## config.mk

```make
export PLATFORM = sky130hd
export DESIGN_NAME = duty_ramp_accumulator
export DESIGN_NICKNAME = d
export VERILOG_FILES = /design/src/rtl/ramp_pkg.sv /design/src/rtl/ramp_step_unit.sv /design/src/rtl/duty_ramp_accumulator.sv
export SDC_FILE = /design/constraint.sdc
export NUM_CORES = 1
export LEC_CHECK = 0
export ABC_AREA = 1
export BUFFER_PORTS_ARGS = -buffer_cell sky130_fd_sc_hd__buf_2
export CAP_MARGIN = 20
export CORE_MARGIN = 4
export CORE_UTILIZATION = 30
export CTS_CLUSTER_DIAMETER = 120
export DETAILED_ROUTE_END_ITERATION = 7
export PLACE_DENSITY = 0.49
export SYNTH_ARGS = -nofsm -noshare
export SYNTH_HDL_FRONTEND = slang
export SYNTH_SLANG_ARGS = --single-unit
```

## constraint.sdc

```tcl
create_clock -name clk -period 3.67 [get_ports clk]
set_input_delay 0.734 -clock clk [delete_from_list [all_inputs] [get_ports clk]]
set_output_delay 0.734 -clock clk [all_outputs]
set_load 0.05 [all_outputs]
```

## src/rtl/ramp_pkg.sv

```systemverilog
// Shared definitions for the duty ramp accumulator.
//   N_DEFAULT         : default data width of value/target/step
//   ST_IDLE/RAMP/DONE : controller state encoding
package ramp_pkg;

  localparam int N_DEFAULT = 5;

  localparam logic [1:0] ST_IDLE = 2'd0;
  localparam logic [1:0] ST_RAMP = 2'd1;
  localparam logic [1:0] ST_DONE = 2'd2;

endpackage

```

## src/rtl/ramp_step_unit.sv

```systemverilog
// Combinational step unit: moves value one step toward target, clamping at
// target so the ramp never overshoots.
// Ports:
//   value      in  N  current accumulator value
//   target     in  N  ramp end value
//   step       in  N  increment (non-zero, guaranteed by the caller)
//   next_value out N  clamped next value
module ramp_step_unit
  import ramp_pkg::*;
#(
  parameter int N = N_DEFAULT
) (
  input  logic [N-1:0] value,
  input  logic [N-1:0] target,
  input  logic [N-1:0] step,
  output logic [N-1:0] next_value
);

  // Sum and difference carry one extra bit: sum[N] means the add passed
  // 2^N-1, diff[N] means the subtract went below zero. Either way the
  // clamp to target catches it.
  logic [N:0] sum;
  logic [N:0] diff;

  always_comb begin
    sum        = {1'b0, value} + {1'b0, step};
    diff       = {1'b0, value} - {1'b0, step};
    next_value = value;
    if (value < target) begin
      if (sum > {1'b0, target}) next_value = target;
      else                      next_value = sum[N-1:0];
    end else if (value > target) begin
      if (diff[N] || (diff < {1'b0, target})) next_value = target;
      else                                    next_value = diff[N-1:0];
    end
  end

endmodule

```

## src/rtl/duty_ramp_accumulator.sv

```systemverilog
// Duty ramp accumulator: walks a registered PWM duty value toward a latched
// target by a latched step, one step per en strobe.
// Ports:
//   clk, rst : clock, synchronous active-high reset
//   start    : one-cycle request, latches target/step and begins a ramp
//   target   : ramp end value (sampled on start)
//   step     : increment per tick (sampled on start, 0 treated as 1)
//   en       : tick strobe
//   value    : registered accumulator value
//   busy     : high exactly while ramping
//   done     : one-cycle pulse the cycle after value reaches target
// The controller state is held in state_q (ST_IDLE/ST_RAMP/ST_DONE).
module duty_ramp_accumulator
  import ramp_pkg::*;
#(
  parameter int N = N_DEFAULT
) (
  input  logic         clk,
  input  logic         rst,
  input  logic         start,
  input  logic [N-1:0] target,
  input  logic [N-1:0] step,
  input  logic         en,
  output logic [N-1:0] value,
  output logic         busy,
  output logic         done
);

  localparam logic [N-1:0] ONE = {{(N-1){1'b0}}, 1'b1};

  logic [1:0]   state_q,    state_d;
  logic [N-1:0] value_q,    value_d;
  logic [N-1:0] target_r_q, target_r_d;
  logic [N-1:0] step_r_q,   step_r_d;
  logic [N-1:0] next_value;
  logic [N-1:0] step_sel;

  ramp_step_unit #(.N(N)) u_step (
    .value      (value_q),
    .target     (target_r_q),
    .step       (step_r_q),
    .next_value (next_value)
  );

  // A zero step would stall the ramp forever, so it is promoted to 1.
  assign step_sel = (step == '0) ? ONE : step;

  always_comb begin
    state_d    = state_q;
    value_d    = value_q;
    target_r_d = target_r_q;
    step_r_d   = step_r_q;
    case (state_q)
      ST_RAMP: begin
        if (start) begin
          // Retarget wins over the tick; value holds this cycle.
          target_r_d = target;
          step_r_d   = step_sel;
        end else if (value_q == target_r_q) begin
          state_d = ST_DONE;
        end else if (en) begin
          value_d = next_value;
        end
      end
      default: begin
        // IDLE and DONE both accept a new request.
        if (start) begin
          target_r_d = target;
          step_r_d   = step_sel;
          state_d    = (target == value_q) ? ST_DONE : ST_RAMP;
        end else begin
          state_d = ST_IDLE;
        end
      end
    endcase
    if (rst) begin
      state_d    = ST_IDLE;
      value_d    = '0;
      target_r_d = '0;
      step_r_d   = ONE;
    end
  end

  always_ff @(posedge clk) begin
    state_q    <= state_d;
    value_q    <= value_d;
    target_r_q <= target_r_d;
    step_r_q   <= step_r_d;
  end

  assign value = value_q;
  assign busy  = (state_q == ST_RAMP);
  assign done  = (state_q == ST_DONE);

endmodule

```

# --- Word-level counts from Yosys, hierarchy flattened ---
# Cells that the tools add are included.
op_classes:
  muxes: 10
  n_eq_ne: 6
  n_bitwise: 2
  n_addsub: 2
  n_reduce_logical: 5
  order_cmp: 4
ops:
  columns: ["operator", "n"]
  rows:
  - ["two-way mux 5 bit", 5]
  - ["equality test 5 bit", 2]
  - ["two-way mux 2 bit", 5]
  - ["adder 5 x 5 -> 6 bit", 1]
  - ["> comparator 6 x 5 -> 1 bit", 1]
  - ["< comparator 6 x 5 -> 1 bit", 1]
  - ["subtractor 5 x 5 -> 6 bit", 1]
  - ["> comparator 5 bit", 1]
  - ["logical NOT 5 bit", 1]
  - ["< comparator 5 bit", 1]
  - ["AND reduction 5 bit", 1]
  - ["equality test 2 x 1 -> 1 bit (second input constant)", 1]
  - ["equality test 2 bit (second input constant)", 1]
  - ["!= test 2 x 1 -> 1 bit (second input constant)", 1]
  - ["!= test 2 bit (second input constant)", 1]
  - ["inverter 1 bit", 2]
  - ["AND reduction 2 bit", 1]
  - ["nonzero test 2 bit", 1]
  - ["logical OR 1 bit", 1]
totals:
  in_bits: 14
  output_inout_bits: 7
  word_cells: 33
  ff_bits: 17

# --- Longest topological paths before layout ---
logic_depth:
  ltp_word: 6
  depth_mapped: 21
  depth_no_buf: 20

# --- Hierarchy ---
# A second synthesis with hierarchy kept.
unflattened:
  hier_cells: 279
  hier_area_um2: 1888.1
by_module_without_submodules:
  columns: ["mod", "area_each_um2", "n_inst", "seq_area_each_um2", "cells_per_inst"]
  rows:
  - ["ramp_step_unit", 1012.2, 1, 0.0, 155]
  - ["duty_ramp_accumulator", 875.8, 1, 340.3, 124]

# --- Least setup slack after synthesis ---
# No wires, ideal clock.
synth_path:
  kind: "register to register"
  start: "reg value_q[1], in the netlist value[1]"
  end: "reg value_q[3], in the netlist value[3]"
  setup_time_ns: 0.120
  required_ns: 3.550
  arrival_ns: 2.621
  period_less_slack_ns: 2.742
  stages_incl_launch_ff: 20
  path_slack_ns: 0.928
  path_buffers: 0
  cell_sequence: "dfxtp_1 ha_1 nor2_1 nand2_1 nand2_1 xor2_1 inv_1 ha_1 nand2_1 inv_2 nand2_1 nand2_1 nand2_1 nand2_1 nand2_4 nand3_1 nand2_1 nor2_1 nor2_1 a21oi_1"
synth_via:
  elab_chain_cells: 6
  elab_cells_between_ends: 15
  cone_classes: "add/sub (2); order compare (4); eq/ne (1); mux (4); bitwise (1); reduce/logical (3)"
synth_lines:
  columns: ["element", "line_no", "source"]
  rows:
  - ["from (decl)", "duty_ramp_accumulator.sv:32", "logic [N-1:0] value_q, value_d;"]
  - ["from (signal assigned)", "duty_ramp_accumulator.sv:86", "value_q <= value_d;"]
  - ["subtractor 5 x 5 -> 6 bit", "ramp_step_unit.sv:27", "diff = {1'b0, value} - {1'b0, step};"]
  - ["< comparator 6 x 5 -> 1 bit", "ramp_step_unit.sv:33", "if (diff[N] || (diff < {1'b0, target})) next_value = target;"]
  - ["logical OR 1 bit", "ramp_step_unit.sv:33", null]
  - ["two-way mux 5 bit", "ramp_step_unit.sv:33", null]
  - ["two-way mux 5 bit", "ramp_step_unit.sv:32", "end else if (value > target) begin"]
  - ["two-way mux 5 bit", "ramp_step_unit.sv:29", "if (value < target) begin"]
# Several ways; a longest one is shown, not always the timed one. The select of a mux whose other input is x is not followed.
# A chain may end at the register's enable or synchronous reset.

# --- Final worst setup path ---
layout_path:
  start: "reg value_q[2], in the netlist value[2]"
  end: "reg value_q[0], in the netlist value[0]"
# Same word-level chain as after synthesis.

==> results.py <==
metrics = {
    "run_status": {
        "outcome": "finished clean",
    },
    "grt": {
        "grt_pass1_vias": 1440,
        "grt_pass1_wl_um": 6920,
        "grt_max_degree": 22,
        "gr-usage-met3_pct": 1.64,
        "antenna_found_initial": 0,
        "grt_usage_pct": 13.5,
        "busiest_layer": "met2",
        "met2_usage_pct": 21.8,
        "met1_usage_pct": 18.2,
        "overflow": 0,
    },
    "logic_synthesis": {
        "synth-edff-count": 0,
        "synth_compound_area_share_pct": 17.8,
        "ys_async_sr_fraction_pct": 0,
        "synth_ff_type": "dfxtp_1",
        "synth_top_family_by_area": "simple AND/OR/NAND/NOR gates",
        "synth_top_area_cell": "dfxtp_1",
        "synth_common_cells": "nand2_1, inv_1, a21oi_1, ha_1",
        "synth.net_count": 266,
        "yosysMostFrequentCell": "nand2_1",
        "synth-simple-area-share_pct": 24.4,
        "synth_seq_area_share_pct": 20.7,
        "ys_types": 30,
        "syn-cell-area_um2": 1640,
        "yosys.area_share.xor_xnor_pct": 5.87,
        "netlist_instances": 226,
        "synth_top_area_share_pct": 20.7,
        "synth_area_leaders": "dfxtp_1, ha_1, nand2_1",
        "ys_ff_latch": 17,
        "syn_avg_cell_area_um2": 7.26,
        "yosys_warnings": 0,
        "synth_mux_area_share_pct": 0,
        "synthAdderAreaFrac_pct": 20.7,
    },
    "finish": {
        "num-fill-cells": 578,
        "fin_cells": 316,
        "final_util_pct": 35.6,
        "nets": 287,
        "diodes": 0,
        "syn_to_final_growth_pct": 12.8,
        "drive_gt1_share_pct": 17.9,
    },
    "floorplanning": {
        "core_area_um2": 5200,
        "io_pins": 21,
        "initial_core_util_pct": 31.5,
        "fp.dieArea_um2": 6710,
        "die-height_um": 81.9,
        "num_rows": 26,
        "die-width_um": 81.9,
    },
    "clocking": {
        "htreeDepth": 1,
        "clock_sinks": 17,
        "cts_tree": "done",
        "clk_pin_slew_ns": 0.07,
        "post_cts_buffers": 0,
        "root_buffer": "clkbuf_8",
        "insertion_delay_ns": 0.26,
        "cts_made_buffers": 3,
        "cts_hold_buffers": 0,
        "cts_buffer_depth": 2,
        "cts_resized": 0,
    },
    "job": {
        "drv_cap": 0,
    },
    "power": {
        "total_power_mw": 0.653,
        "p_leak_nw": 0.972,
        "power_density_nw_per_um2": 353,
        "ir_worst_vdd_uv": 145,
    },
    "timing": {
        "min_period_ns": 2.76,
        "maxSlewHeadroom_pct": 60.6,
        "finalSetupViolCount": 0,
        "setup_tns_ns": 0,
        "rsz0062_at_grt": "false",
        "tightest_slew_ns": 0.590,
        "finalCritPeriodShare_pct": 75.2,
        "finClkSkew_ns": 0.00640,
        "drv_slew": 0,
        "fmax_mhz": 362,
        "hold_viol": 0,
    },
    "route": {
        "drc": 0,
        "antenna_left": 0,
        "first_iter_violations": 74,
        "wirelength_um": 4020,
        "wire_per_inst_um": 12.7,
        "via_count": 1469,
        "vias_per_cell": 4.65,
        "first_pass_iters": 4,
    },
    "setup_path": {
        "crit_type": "flop to flop",
        "crit_slowest_cell": "ha_1",
        "path_cells": "ha_1, inv_2, a21oi_2, nand2_1, xor2_1, inv_1, ha_1, a21oi_1, nand2_1, nand2_1, nand2_1, nand2_4, nand3_1, nand2_1, nor2_1, nor2_1, a21oi_1",
        "end_kind": "flop",
        "cpLargestDelayFamily": "adder cells",
        "crit_fanout": 10,
        "crit_buf_inv": 2,
        "cp_slowest_stage_delay_ns": 0.56,
        "critPathArrivalTime_ns": 2.91,
        "cp_data_required_time_ns": 3.82,
        "crit_path_frequent_cell": "nand2_1",
        "startpoint_type": "flop",
    },
    "placed_design": {
        "post-dp-hpwl_um": 3340,
        "numPortBuffers": 20,
        "post-place-cells": 312,
        "gp_congestion": 0.798,
    },
    "hold_path": {
        "hold_path_class": "flop to flop",
    },
}
-- report_power, final --
| group | total (mW) | switching [mW] | leakage (nW) | internal (mW) |
|---|---|---|---|---|
| combinational | 0.300 | 0.193 | 0.806 | 0.107 |
| sequential | 0.210 | 0.0130 | 0.140 | 0.197 |
| clock | 0.144 | 0.0682 | 0.0255 | 0.0754 |
-- area by class of cell --
class	instances	area (um^2)	area share, %
Clock inverter	1	5.00	0.270
Inverter	39	146	7.91
Clock buffer	3	41.3	2.23
Multi-Input combinational cell	166	1130	61.1
Sequential cell	17	340	18.4
Tap cell	70	87.6	4.73
Timing Repair Buffer	20	100	5.41
-- cell families (layout without fill, tap and decap cells) --
logic type	after synthesis	count (layout)
AOI/OAI and AO/OA	50	50
xor gates and xnor gates	11	11
adders and majority gates	26	26
buffers and inverters	43	63
DFF	17	17
and+or+nand+nor	79	79
-- through the flow --
| stage | worst slack [ns] | hold slack, ns | area [um^2] |
|---|---|---|---|
| final | 0.909 | 0.485 | 1850 |
| after global routing | 0.658 | 0.539 | 1850 |
| after CTS | 0.903 | 0.493 | 1850 |
| after detailed placement | 0.921 | 0.483 | 1800 |
| after global placement | 0.933 | 0.485 | 1800 |
| after floorplan | 0.928 | 0.451 | 1640 |
-- state kept, by name, summed over array words and instances, names as in the netlist --
| name | count |
|---|---|
| state_q | 2 |
| value | 5 |
| step_r_q | 5 |
| target_r_q | 5 |
-- layout by cell type, fill, tap and decap left out, types with 7 or more instances in the layout --
| cell | Yosys | layout |
|---|---|---|
| nand2_1 | 35 | 35 |
| inv_1 | 33 | 33 |
| a21oi_1 | 25 | 25 |
| ha_1 | 24 | 24 |
| buf_2 | 0 | 20 |
| nand3_1 | 17 | 17 |
| dfxtp_1 | 17 | 17 |
| o21ai_0 | 16 | 16 |
| nor2_1 | 15 | 15 |
| xor2_1 | 7 | 7 |
-- metal layers --
metal	wire (um)	vias to the layer above	part of all wire [%]
met5	0	-	0
met4	54	0	1.3
met3	135	5	3.4
met2	1820	26	45
met1	2010	658	50
li1	-	780	-
-- worst reg2reg max path, delay by kind of cell (launching register included) --
family,cells,cell delay [ns]
buffers and inverters,2,0.15
AND/OR/NAND/NOR,9,0.67
flip-flops,1,0.38
adder cells (fa/ha/maj),2,0.85
AO/OA/AOI/OAI,3,0.42
XOR/XNOR,1,0.18
-- worst paths after layout --
check | startpoint | end | slack, ns | cells after the start
worst max-delay path | value[2]$_SDFFE_PP0P_ | value[0]$_SDFFE_PP0P_ | 0.91 | 17
worst min-delay path | step_r_q[2]$_SDFFE_PP0P_ | step_r_q[2]$_SDFFE_PP0P_ | 0.49 | 2
worst max register to register | value[2]$_SDFFE_PP0P_ | value[0]$_SDFFE_PP0P_ | 0.91 | 17
worst min register to register | step_r_q[2]$_SDFFE_PP0P_ | step_r_q[2]$_SDFFE_PP0P_ | 0.49 | 2
Note: power is estimated with default switching activity, not from simulation.
